$ cat config.mk
export PLATFORM = sky130hd
export DESIGN_NAME = hazard_stall_controller
export DESIGN_NICKNAME = d
export VERILOG_FILES = /design/src/rtl/mips24_pkg.sv /design/src/rtl/hazard_detect_unit.sv /design/src/rtl/hazard_stall_controller.sv
export SDC_FILE = /design/constraint.sdc
export NUM_CORES = 1
export LEC_CHECK = 0
export ABC_AREA = 1
export BUFFER_PORTS_ARGS = -buffer_cell sky130_fd_sc_hd__buf_2
export CORE_MARGIN = 4
export CORE_UTILIZATION = 40
export CTS_CLUSTER_DIAMETER = 50
export DETAILED_ROUTE_END_ITERATION = 12
export GPL_ROUTABILITY_DRIVEN = 0
export PLACE_DENSITY = 0.67
export SYNTH_ARGS = -nofsm -noshare
export SYNTH_HDL_FRONTEND = slang
export SYNTH_SLANG_ARGS = --single-unit
$ cat constraint.sdc
create_clock -name clk -period 1.75 [get_ports clk]
set_input_delay 0.0875 -clock clk [delete_from_list [all_inputs] [get_ports clk]]
set_output_delay 0.0875 -clock clk [all_outputs]
set_load 0.02 [all_outputs]
$ cat src/rtl/mips24_pkg.sv
// Shared definitions for the 24-bit issue path: opcodes, instruction field ranges,
// the register-read classification helper and the issue-sequencer state encoding.
package mips24_pkg;

   localparam logic [4:0]  OP_LOAD  = 5'b10100;
   localparam logic [4:0]  OP_STORE = 5'b10101;
   localparam logic [4:0]  OP_NOP   = 5'b11111;
   localparam logic [23:0] NOP_INS  = 24'hF80000;

   localparam int OP_HI  = 23;
   localparam int OP_LO  = 19;
   localparam int RD_HI  = 18;
   localparam int RD_LO  = 14;
   localparam int RS1_HI = 13;
   localparam int RS1_LO = 9;
   localparam int RS2_HI = 8;
   localparam int RS2_LO = 4;
   localparam int IMM_HI = 7;
   localparam int IMM_LO = 0;

   typedef enum logic [1:0] {
      RUN   = 2'd0,
      STALL = 2'd1,
      FLUSH = 2'd2
   } state_e;

   // Loads and the immediate class (op[3] set) carry no second source register.
   function automatic logic uses_rs2(input logic [4:0] op);
      return !((op == OP_LOAD) || op[3]);
   endfunction

endpackage

$ cat src/rtl/hazard_detect_unit.sv
// Load-use hazard compare: the incoming instruction reads the register that the
// load currently in ex will write, which forwarding cannot supply in time.
module hazard_detect_unit (
   input  logic [4:0] op_i,
   input  logic [4:0] rs1_i,
   input  logic [4:0] rs2_i,
   input  logic [4:0] ex_rd_i,
   input  logic       ex_is_load_i,
   input  logic       ins_valid_i,
   output logic       hazard_o
);
   import mips24_pkg::*;

   logic rs1_match;
   logic rs2_match;

   always_comb begin
      rs1_match = (rs1_i == ex_rd_i);
      rs2_match = uses_rs2(op_i) && (rs2_i == ex_rd_i);
      hazard_o  = ins_valid_i && ex_is_load_i && (ex_rd_i != 5'd0) && (rs1_match || rs2_match);
   end

endmodule

$ cat src/rtl/hazard_stall_controller.sv
// Issue-stage sequencer: registers accepted instructions toward dependency check, inserts
// load-use bubbles, squashes on flush and keeps a saturating count of hazard bubbles.
module hazard_stall_controller #(
   parameter int LOAD_USE_STALL = 1,
   parameter int FLUSH_CYCLES   = 2,
   parameter int CNT_W          = 16
) (
   input  logic             clk,
   input  logic             reset,
   input  logic [23:0]      ins_in,
   input  logic             ins_valid,
   output logic             ins_ready,
   input  logic             flush,
   output logic [23:0]      ins_out,
   output logic             ins_out_valid,
   output logic             bubble,
   output logic [CNT_W-1:0] stall_cycles
);
   import mips24_pkg::*;

   localparam logic [1:0]       STALL_RELOAD = 2'(LOAD_USE_STALL - 1);
   localparam logic [1:0]       FLUSH_RELOAD = 2'(FLUSH_CYCLES - 1);
   localparam logic [CNT_W-1:0] CNT_MAX      = {CNT_W{1'b1}};

   state_e           state_q, state_d;
   logic [1:0]       cnt_q, cnt_d;
   logic [23:0]      ins_out_q, ins_out_d;
   logic             out_valid_q, out_valid_d;
   logic             bubble_q, bubble_d;
   logic [4:0]       ex_rd_q, ex_rd_d;
   logic             ex_is_load_q, ex_is_load_d;
   logic [CNT_W-1:0] stall_cnt_q, stall_cnt_d;
   logic             hazard;
   logic             count_bubble;

   hazard_detect_unit u_hazard_detect (
      .op_i         (ins_in[OP_HI:OP_LO]),
      .rs1_i        (ins_in[RS1_HI:RS1_LO]),
      .rs2_i        (ins_in[RS2_HI:RS2_LO]),
      .ex_rd_i      (ex_rd_q),
      .ex_is_load_i (ex_is_load_q),
      .ins_valid_i  (ins_valid),
      .hazard_o     (hazard)
   );

   assign ins_ready = (state_q == RUN) && !hazard && !flush;

   always_comb begin
      state_d      = state_q;
      cnt_d        = cnt_q;
      ins_out_d    = NOP_INS;
      out_valid_d  = 1'b0;
      bubble_d     = 1'b0;
      count_bubble = 1'b0;
      case (state_q)
         RUN: begin
            if (flush) begin
               state_d = FLUSH;
               cnt_d   = FLUSH_RELOAD;
            end else if (hazard) begin
               bubble_d     = 1'b1;
               count_bubble = 1'b1;
               if (LOAD_USE_STALL > 1) begin
                  state_d = STALL;
                  cnt_d   = STALL_RELOAD;
               end
            end else if (ins_valid) begin
               ins_out_d   = ins_in;
               out_valid_d = 1'b1;
            end
         end
         STALL: begin
            if (flush) begin
               state_d = FLUSH;
               cnt_d   = FLUSH_RELOAD;
            end else begin
               bubble_d     = 1'b1;
               count_bubble = 1'b1;
               if (cnt_q == 2'd0) state_d = RUN;
               else               cnt_d   = cnt_q - 2'd1;
            end
         end
         FLUSH: begin
            // A new flush while squashing restarts the full squash window.
            if (flush)              cnt_d   = FLUSH_RELOAD;
            else if (cnt_q == 2'd0) state_d = RUN;
            else                    cnt_d   = cnt_q - 2'd1;
         end
         default: begin
            state_d = RUN;
            cnt_d   = 2'd0;
         end
      endcase

      ex_rd_d      = out_valid_d ? ins_out_d[RD_HI:RD_LO] : 5'd0;
      ex_is_load_d = out_valid_d && (ins_out_d[OP_HI:OP_LO] == OP_LOAD);
      stall_cnt_d  = (count_bubble && (stall_cnt_q != CNT_MAX)) ? stall_cnt_q + CNT_W'(1) : stall_cnt_q;
   end

   always_ff @(posedge clk) begin
      if (!reset) begin
         state_q      <= RUN;
         cnt_q        <= 2'd0;
         ins_out_q    <= NOP_INS;
         out_valid_q  <= 1'b0;
         bubble_q     <= 1'b0;
         ex_rd_q      <= 5'd0;
         ex_is_load_q <= 1'b0;
         stall_cnt_q  <= '0;
      end else begin
         state_q      <= state_d;
         cnt_q        <= cnt_d;
         ins_out_q    <= ins_out_d;
         out_valid_q  <= out_valid_d;
         bubble_q     <= bubble_d;
         ex_rd_q      <= ex_rd_d;
         ex_is_load_q <= ex_is_load_d;
         stall_cnt_q  <= stall_cnt_d;
      end
   end

   assign ins_out       = ins_out_q;
   assign ins_out_valid = out_valid_q;
   assign bubble        = bubble_q;
   assign stall_cycles  = stall_cnt_q;

endmodule

# Yosys cells after proc, flatten, opt, wreduce, memory -nomap -nowiden

Cells that the tools add are included.
W data, S select, Z words.

Output and inout port bits: 43
Word-level logic and storage cells: 66
Input port bits: 28
Flip-flop bits (word level): 52

Equality and inequality tests: 10
$add $sub $neg: 2
Muxes and demuxes: 21
Bitwise logic cells: 3
Reductions and logical operators: 21

Operators with widths:

| cell                    | count |
|---|---|
| $mux W24                | 4 |
| $add A16 B1 Y16 const B | 1 |
| $ne A16 B16 Y1 const B  | 1 |
| $mux W2                 | 7 |
| $eq A5 B5 Y1            | 2 |
| $eq A5 B5 Y1 const B    | 2 |
| $logic_and A1 B1 Y1     | 8 |
| $mux W1                 | 7 |
| $pmux W2 S3             | 1 |
| $reduce_and A2 Y1       | 3 |
| $reduce_bool A5 Y1      | 1 |
| $reduce_or A5 Y1        | 1 |
| $logic_not A2 Y1        | 2 |
| $ne A2 B2 Y1 const B    | 2 |
| $pmux W2 S2             | 1 |
| $logic_not A1 Y1        | 3 |
| $ne A3 B3 Y1 const B    | 1 |
| $not A1 Y1              | 3 |
| $eq A2 B1 Y1 const B    | 1 |
| $eq A2 B2 Y1 const B    | 1 |
| $logic_or A1 B1 Y1      | 2 |
| $pmux W1 S2             | 1 |
| $reduce_or A2 Y1        | 1 |
| $sub A2 B1 Y2 const B   | 1 |

# Logic depth before layout (Yosys ltp)

Gate-level depths: netlist of the first run.

Word-level depth: 11
Depth in mapped cells: 12
Depth with buffers taken out: 11

# Hierarchy

From an unflattened synthesis of the first run, not the netlist that was laid out.

Cells, all modules: 333
Area total of the unflattened synthesis: 2,319.7 um^2

By module, submodules not included:

| module                  | cells an instance | area each (um^2) | times used | sequential area each (um^2) |
|---|---|---|---|---|
| hazard_stall_controller | 279               | 2,092.0          | 1          | 1,041.0 |
| hazard_detect_unit      | 54                | 227.7            | 1          | 0.0 |

# Worst setup path before layout of the first run

OpenSTA, ideal clock, no wires.

Path kind: reg-to-reg
Start point: reg stall_cnt_q[0], in the netlist stall_cycles[0]
End point: reg stall_cnt_q[0], in the netlist stall_cycles[0]
Path buffers: 1
Slack: -0.137 ns
Library setup time: 0.115 ns
Data required time: 1.635 ns
Period minus slack after synthesis: 1.887 ns
Arrival time: 1.772 ns
Stages on the path, launching flop included: 9
Cell sequence: dfxtp_1 -> ha_1 -> nor3b_4 -> nand3b_2 -> nor3_4 -> nand2_4 -> buf_2 -> a21oi_1 -> nor2_1

Cells in the longest elaborated chain, start to end: 2
Elaborated cells between the ends (all ways): 3
Those cells by class: add/sub: 1; eq/ne: 1; reduce/logical: 1

RTL lines:

| what                                                                    | RTL line                       | RTL |
|---|---|---|
| from (decl)                                                             | hazard_stall_controller.sv:32  | `logic [CNT_W-1:0] stall_cnt_q, stall_cnt_d;` |
| from (signal assigned)                                                  | hazard_stall_controller.sv:118 | `stall_cnt_q <= stall_cnt_d;` |
| parallel branches: the longest is 2 deep, another holds $add A16 B1 Y16 | n/a                            |  |

Several ways; the timed one is not identified.
A chain may end at the register's enable or synchronous reset.

# Final worst setup path of the first run

Start point: in ins_in[10]
End point: out ins_ready

Cells in the longest elaborated chain, start to end: 6

RTL lines:

| what                              | RTL line                      | RTL |
|---|---|---|
| from (decl)                       | hazard_stall_controller.sv:10 | `input logic [23:0] ins_in,` |
| $eq A5 B5 Y1                      | hazard_detect_unit.sv:18      | `rs1_match = (rs1_i == ex_rd_i);` |
| $logic_or A1 B1 Y1                | hazard_detect_unit.sv:20      | `hazard_o = ins_valid_i && ex_is_load_i && (ex_rd_i != 5'd0) && (rs1_match \|\| rs2_match);` |
| $logic_and A1 B1 Y1               | hazard_detect_unit.sv:20      |  |
| $logic_not A1 Y1                  | hazard_stall_controller.sv:46 | `assign ins_ready = (state_q == RUN) && !hazard && !flush;` |
| $logic_and A1 B1 Y1 (2 in series) | hazard_stall_controller.sv:46 |  |
| to (decl)                         | hazard_stall_controller.sv:12 | `output logic ins_ready,` |

Every way passes these cells.

==> reports/qor.yml, run 1 <==
status: "completed"
sw_frac_of_total: 0.274
design.die.area_mm2: 0.00705
critPathLaunchType: "primary input"
layout.area.seq_mm2: 0.00106
drt-initial-drc-count: 72
grt_use_total: 0.163
ys_async_sr_fraction: 0
wl_per_cell_um: 11.5
cts_tree: "done"
max_freq_ghz: 0.610
fin_crit_ps: 1640
detailed_place_hpwl_mm: 4.06
seq_area_frac_synth: 0.451
placed_area_mm2: 0.00287
diodes: 0
wl_met3_um: 258
cts.clk_slew.worst_paths_ps: 100
avgViaCountPerCell: 4.56
grt_pass1_vias: 2169
end_kind: "primary output"
synth_area_mm2: 0.00231
numCtsBuffers: 5
synth_warnings: 0
antenna_found_initial: 0
fp.dieW_um: 84.0
post-place-cells: 457
p_leak_nw: 1.57
finalNetCount: 443
synth_cells: 307
syn_avg_cell_area_um2: 7.52
clockBufferDepth: 2
grt_pass1_wl_mm: 9.47
top_layer: "met4"
crit_type: "in2out"
cp.arrival_ps: 1550
grt_max_degree: 25
h-tree-depth: 2
intPower_mw: 1.63
initial_utilization: 0.417
synth_top_flop_cell: "dfxtp_1"
wl_mm: 5.52
worstMarginPinSlew_ps: 378
critPathRequiredTime_ps: 1660
cts.sinks: 52
synth_enable_flop_cells: 0
insertion_delay_ps: 310
hold_class: "in2reg"
seqPwrFrac: 0.545
fin_cells: 482
crit_fanout: 2
powerDensity_mw_per_mm2: 703
area_growth_pct: 38.0
dr_wl_met2_mm: 2.86
route.detailed.drc: 0
irDropWorstVdd_mv: 0.406
p_switching_mw: 0.614
postRouteAntennaNets: 0
io_buffers: 70
dr.pass1.iters: 4
ctsRootBufferMaster: "clkbuf_8"
syn_nets: 341
synth_seq_cells: 52
drive_gt1_frac: 0.312
pwr-share-clk: 0.336
hold_viol: 0
fp.coreArea_mm2: 0.00554
pwr-share-comb: 0.119
finalCritPeriodShare: 0.937
setup_viol: 0
final_area_mm2: 0.00319
multi_input_comb_area_mm2: 0.00112
ios: 71
vias: 2197
finClkSkew_ps: 6.24
maxSlewViolCount: 0
fill_cells: 534
grt_overflow_total: 0
max-slew-margin-rel: 0.745
ys_types: 29
wl_met1_mm: 2.35
placementRows: 27
maxCapViolations: 0
die_h_um: 84.0
[per-layer routing]
| layer | up-vias | track usage |
|---|---|---|
| li1 | 1160 | - |
| met3 | 6 | 0.0474 |
| met4 | 0 | 0.0541 |
| met5 | - | 0 |
| met1 | 978 | 0.194 |
| met2 | 53 | 0.282 |
[final timing paths]
path,from,end,slack [ps],cells past startpoint
setup reg to reg,stall_cycles[1]$_SDFFE_PN0P_,stall_cycles[5]$_SDFFE_PN0P_,150,8
hold / removal,ins_in[22],ins_out[22]$_SDFF_PN1_,20,3
hold reg to reg,cnt_q[1]$_SDFFE_PN0P_,cnt_q[1]$_SDFFE_PN0P_,490,2
setup / recovery,ins_in[10],ins_ready,110,10
[cell type report]
cell class,instances,area share
Inverter,44,0.0518
Multi-Input combinational cell,205,0.352
Timing Repair Buffer,101,0.205
Sequential cell,52,0.333
Tap cell,72,0.0283
Clock buffer,5,0.0216
Clock inverter,3,0.00903
[placed cells by master, fill, tap and decap left out, types with 8 or more instances in the layout]
| cell | n |
|---|---|
| nand3_1 | 30 |
| a21oi_1 | 18 |
| dlygate4sd3_1 | 15 |
| nor2_1 | 46 |
| buf_4 | 14 |
| dfxtp_1 | 42 |
| nand2_1 | 57 |
| inv_1 | 39 |
| buf_2 | 69 |
| xnor2_1 | 8 |
[what timing repair did]
action	CTS	global route
hold endpoints to repair	19	0
hold buffers	15	0
gates resized for setup	0	17
setup buffers	0	2
setup endpoints to repair	0	44
[flip-flops by register name, summed over array words and instances, names as in the netlist]
signal and count:
state_q 2, ins_out_valid 1, stall_cycles 16, ins_out 24, ex_rd_q 5, cnt_q 2
ex_is_load_q 1, bubble 1
[synthesized netlist by cell type, types with 3 or more instances]
| cell | n | area, µm² |
|---|---|---|
| a21oi_1 | 18 | 90.1 |
| a21oi_2 | 5 | 43.8 |
| dfxtp_1 | 52 | 1040 |
| ha_1 | 6 | 75.1 |
| inv_1 | 39 | 146 |
| inv_2 | 3 | 11.3 |
| nand2_1 | 60 | 225 |
| nand3_1 | 31 | 155 |
| nor2_1 | 49 | 184 |
| nor3_1 | 5 | 25.0 |
| xnor2_1 | 8 | 70.1 |
| xor2_1 | 7 | 61.3 |
[worst max-delay path: stages]
cell and delay [ps]:
dlygate4sd3_1 530, buf_2 140, xor2_1 130, nor2_1 120, nand3_1 110, nand2_2 110, nand2_2 50, nand2_2 60
inv_1 50, buf_4 150
[kinds of logic after synthesis]
family          share of synthesized area
xor+xnor                           0.0569
compound gates                     0.0721
flops                               0.451
buf+inv                            0.0856
fa+ha+maj                          0.0325
simple gates                        0.302
[power by group through the flow]
stage | clock, mW | combinational [mW] | sequential (mW)
after floorplan | 0 | 0.119 | 1.27
after global placement | 0 | 0.227 | 1.25
after detailed placement | 0 | 0.229 | 1.25
after CTS | 0.783 | 0.256 | 1.22
after global routing | 0.821 | 0.297 | 1.22
final | 0.753 | 0.266 | 1.22
[per-stage QoR]
step,utilization,worst slack [ps],TNS (ps),power [mW],hold WS [ps]
finish,0.575,111,0,2.24,18.2
global route,0.575,-3.97,-3.97,2.34,15.7
detailed placement,0.518,55.6,0,1.48,291
floorplan,-,5.75,0,1.39,187
CTS,0.563,19.6,0,2.26,6.88
global placement,0.518,114,0,1.47,283
Power figures use the tool's default switching activity.
==> inputs of run 2 (changes only) <==
--- a/config.mk
+++ b/config.mk
@@ -5,14 +5,15 @@
 export SDC_FILE = /design/constraint.sdc
 export NUM_CORES = 1
 export LEC_CHECK = 0
-export ABC_AREA = 1
 export BUFFER_PORTS_ARGS = -buffer_cell sky130_fd_sc_hd__buf_2
 export CORE_MARGIN = 4
 export CORE_UTILIZATION = 40
 export CTS_CLUSTER_DIAMETER = 50
 export DETAILED_ROUTE_END_ITERATION = 12
 export GPL_ROUTABILITY_DRIVEN = 0
-export PLACE_DENSITY = 0.67
+export PLACE_DENSITY = 0.68
+export SETUP_SLACK_MARGIN = 0.15
+export SKIP_CTS_REPAIR_TIMING = 1
 export SYNTH_ARGS = -nofsm -noshare
 export SYNTH_HDL_FRONTEND = slang
 export SYNTH_SLANG_ARGS = --single-unit
==> run 2 against run 1 <==
Effect of this change:
- the run now ends with hold timing, setup timing left
- cell count fell by 15%
- hold slack lost 32 ps
- flip-flop and latch count unchanged
- clock power down 1%
- utilization up 3.6 points
- wire length is 2.7% lower
- combinational power decreased by 8.3%
- first-iteration DRC count up 76%
- setup slack got worse by 600 ps
- synthesized area fell by 8.0%
- die area is 7.3% lower
- global-route usage is 0.65 points lower
==> reports/qor.yml, run 2 <==
die_h_um: 80.9
maxSlewViolCount: 0
end_kind: "register"
crit_fanout: 7
min_delay_path_depth: 2
finalWorstSetupSlack_ps: -487
setup_viol: 49
syn_nets: 256
crit_type: "reg2reg"
finalCritPeriodShare: 1.28
ctsRootBufferMaster: "clkbuf_8"
grt_use_total: 0.157
most-common-layout-cells: "buf_2, dfxtp_1, buf_4"
cts.sinks: 52
p_leak_nw: 1.43
powerDensity_mw_per_mm2: 701
violations: "hold timing, setup timing"
post-synth-top-count-cell: "dfxtp_1"
synth_top_flop_cell: "dfxtp_1"
maxCapViolations: 0
fp.coreArea_mm2: 0.00514
synth_cells: 222
synth_enable_flop_cells: 0
grt_pass1_vias: 1813
insertion_delay_ps: 310
ios: 71
clockBufferDepth: 2
cp.arrival_ps: 2480
max-slew-margin-rel: 0.624
rsz0062_at_grt: "true"
final_common_cell: "buf_2"
h-tree-depth: 2
synth_area_mm2: 0.00212
io_buffers: 70
largest_register_ffs: 24
grt_pass1_wl_mm: 8.02
initial_utilization: 0.413
fin_crit_ps: 2240
route.detailed.drc: 0
antenna_found_initial: 0
r2r-start: "ex_rd_q[4]$_SDFF_PN0_"
vias: 2002
holdWs_ps: -13.7
seq_area_frac_synth: 0.490
dr.pass1.iters: 4
status: "finished with violations"
detailed_place_hpwl_mm: 3.80
area_growth_pct: 47.9
hold_class: "in2reg"
drive_gt1_frac: 0.439
cts.clk_slew.worst_paths_ps: 110
hold_viol: 3
max_freq_ghz: 0.447
ys_types: 43
syn_avg_cell_area_um2: 9.56
grt_max_degree: 31
ys_async_sr_fraction: 0
numCtsBuffers: 5
finalNetCount: 375
synth_seq_cells: 52
finClkSkew_ps: 12.1
rr_worst_depth: 8
postRouteAntennaNets: 0
fp.dieW_um: 80.9
synth_top_cell_by_area: "dfxtp_1"
irDropWorstVdd_mv: 0.588
critPathLaunchType: "register"
wl_per_cell_um: 13.0
synth_warnings: 0
netlist_top_cells_count: "dfxtp_1, and2_1, nor2_1"
critPathRequiredTime_ps: 1990
synth.top_cell.area_share: 0.490
avgViaCountPerCell: 4.86
fin_util: 0.611
holdCritStartpoint: "ins_in[16]"
wl_mm: 5.37
design.die.area_mm2: 0.00654
diodes: 0
cts_tree: "done"
r2r_slack_ps: -490
synth_area_leaders: "dfxtp_1, and2_1, ha_1"
worstMarginPinSlew_ps: 563
setup.worst_path.start: "ex_rd_q[4]$_SDFF_PN0_"
drt-initial-drc-count: 127
grt_overflow_total: 0
placementRows: 26
==> run 2: area by class of cell <==
cell class | count | area, µm²
clock buffer | 5 | 68.8
clock inverter | 3 | 28.8
fill | 461 | 2000
inverter | 7 | 26.3
multi-input combinational | 154 | 1080
sequential | 52 | 1050
tap | 70 | 87.6
timing repair buffer | 121 | 797
==> run 2: cell families after synthesis <==
kind of cell,synth area share
xor gates and xnor gates,0.0495
and+or+nand+nor,0.250
DFF,0.490
muxes,0.0147
buffers and inverters,0.0348
adders and majority gates,0.0354
AOI/OAI and AO/OA,0.125
==> run 2: worst paths after layout <==
path	to
setup / recovery	stall_cycles[15]$_SDFFE_PN0P_
hold / removal	ins_out[16]$_SDFF_PN0_
setup reg to reg	stall_cycles[15]$_SDFFE_PN0P_
hold reg to reg	stall_cycles[11]$_SDFFE_PN0P_
==> run 2: where the power goes <==
part / switching [mW] / total [mW] / internal (mW)
Clock: 0.439 / 0.742 / 0.303
Combinational: 0.123 / 0.244 / 0.120
Sequential: 0.00901 / 1.22 / 1.21
==> run 2: per-layer routing <==
metal / wire length (µm) / vias up / GRT usage / share of wire
met1: 2220 / 929 / 0.188 / 0.41
met3: 350 / 4 / 0.0521 / 0.065
li1: - / 1010 / - / -
met2: 2750 / 59 / 0.264 / 0.51
met4: 55 / 0 / 0.0507 / 0.010
met5: 0 / - / 0 / 0
==> run 2: critical path: stages, from the launching register on <==
cell,delay (ps)
dfxtp_2,340
xor2_1,160
nor4_2,300
nand4_1,160
a211oi_2,320
o21ai_2,120
buf_6,140
or4_4,510
a21oi_2,120
==> run 2: stage by stage <==
stage               setup WS (ps)  std cells  TNS, ps  power [mW]  cell area (µm²)
finish                       -487        412   -10940        2.20             3140
detailed placement           -443        387    -4970        1.45             2790
global route                 -641        412   -17170        2.30             3140
CTS                          -471        395    -6820        2.19             2890
floorplan                    -242        222    -2780        1.36             2140
global placement             -347        387    -3650        1.45             2790
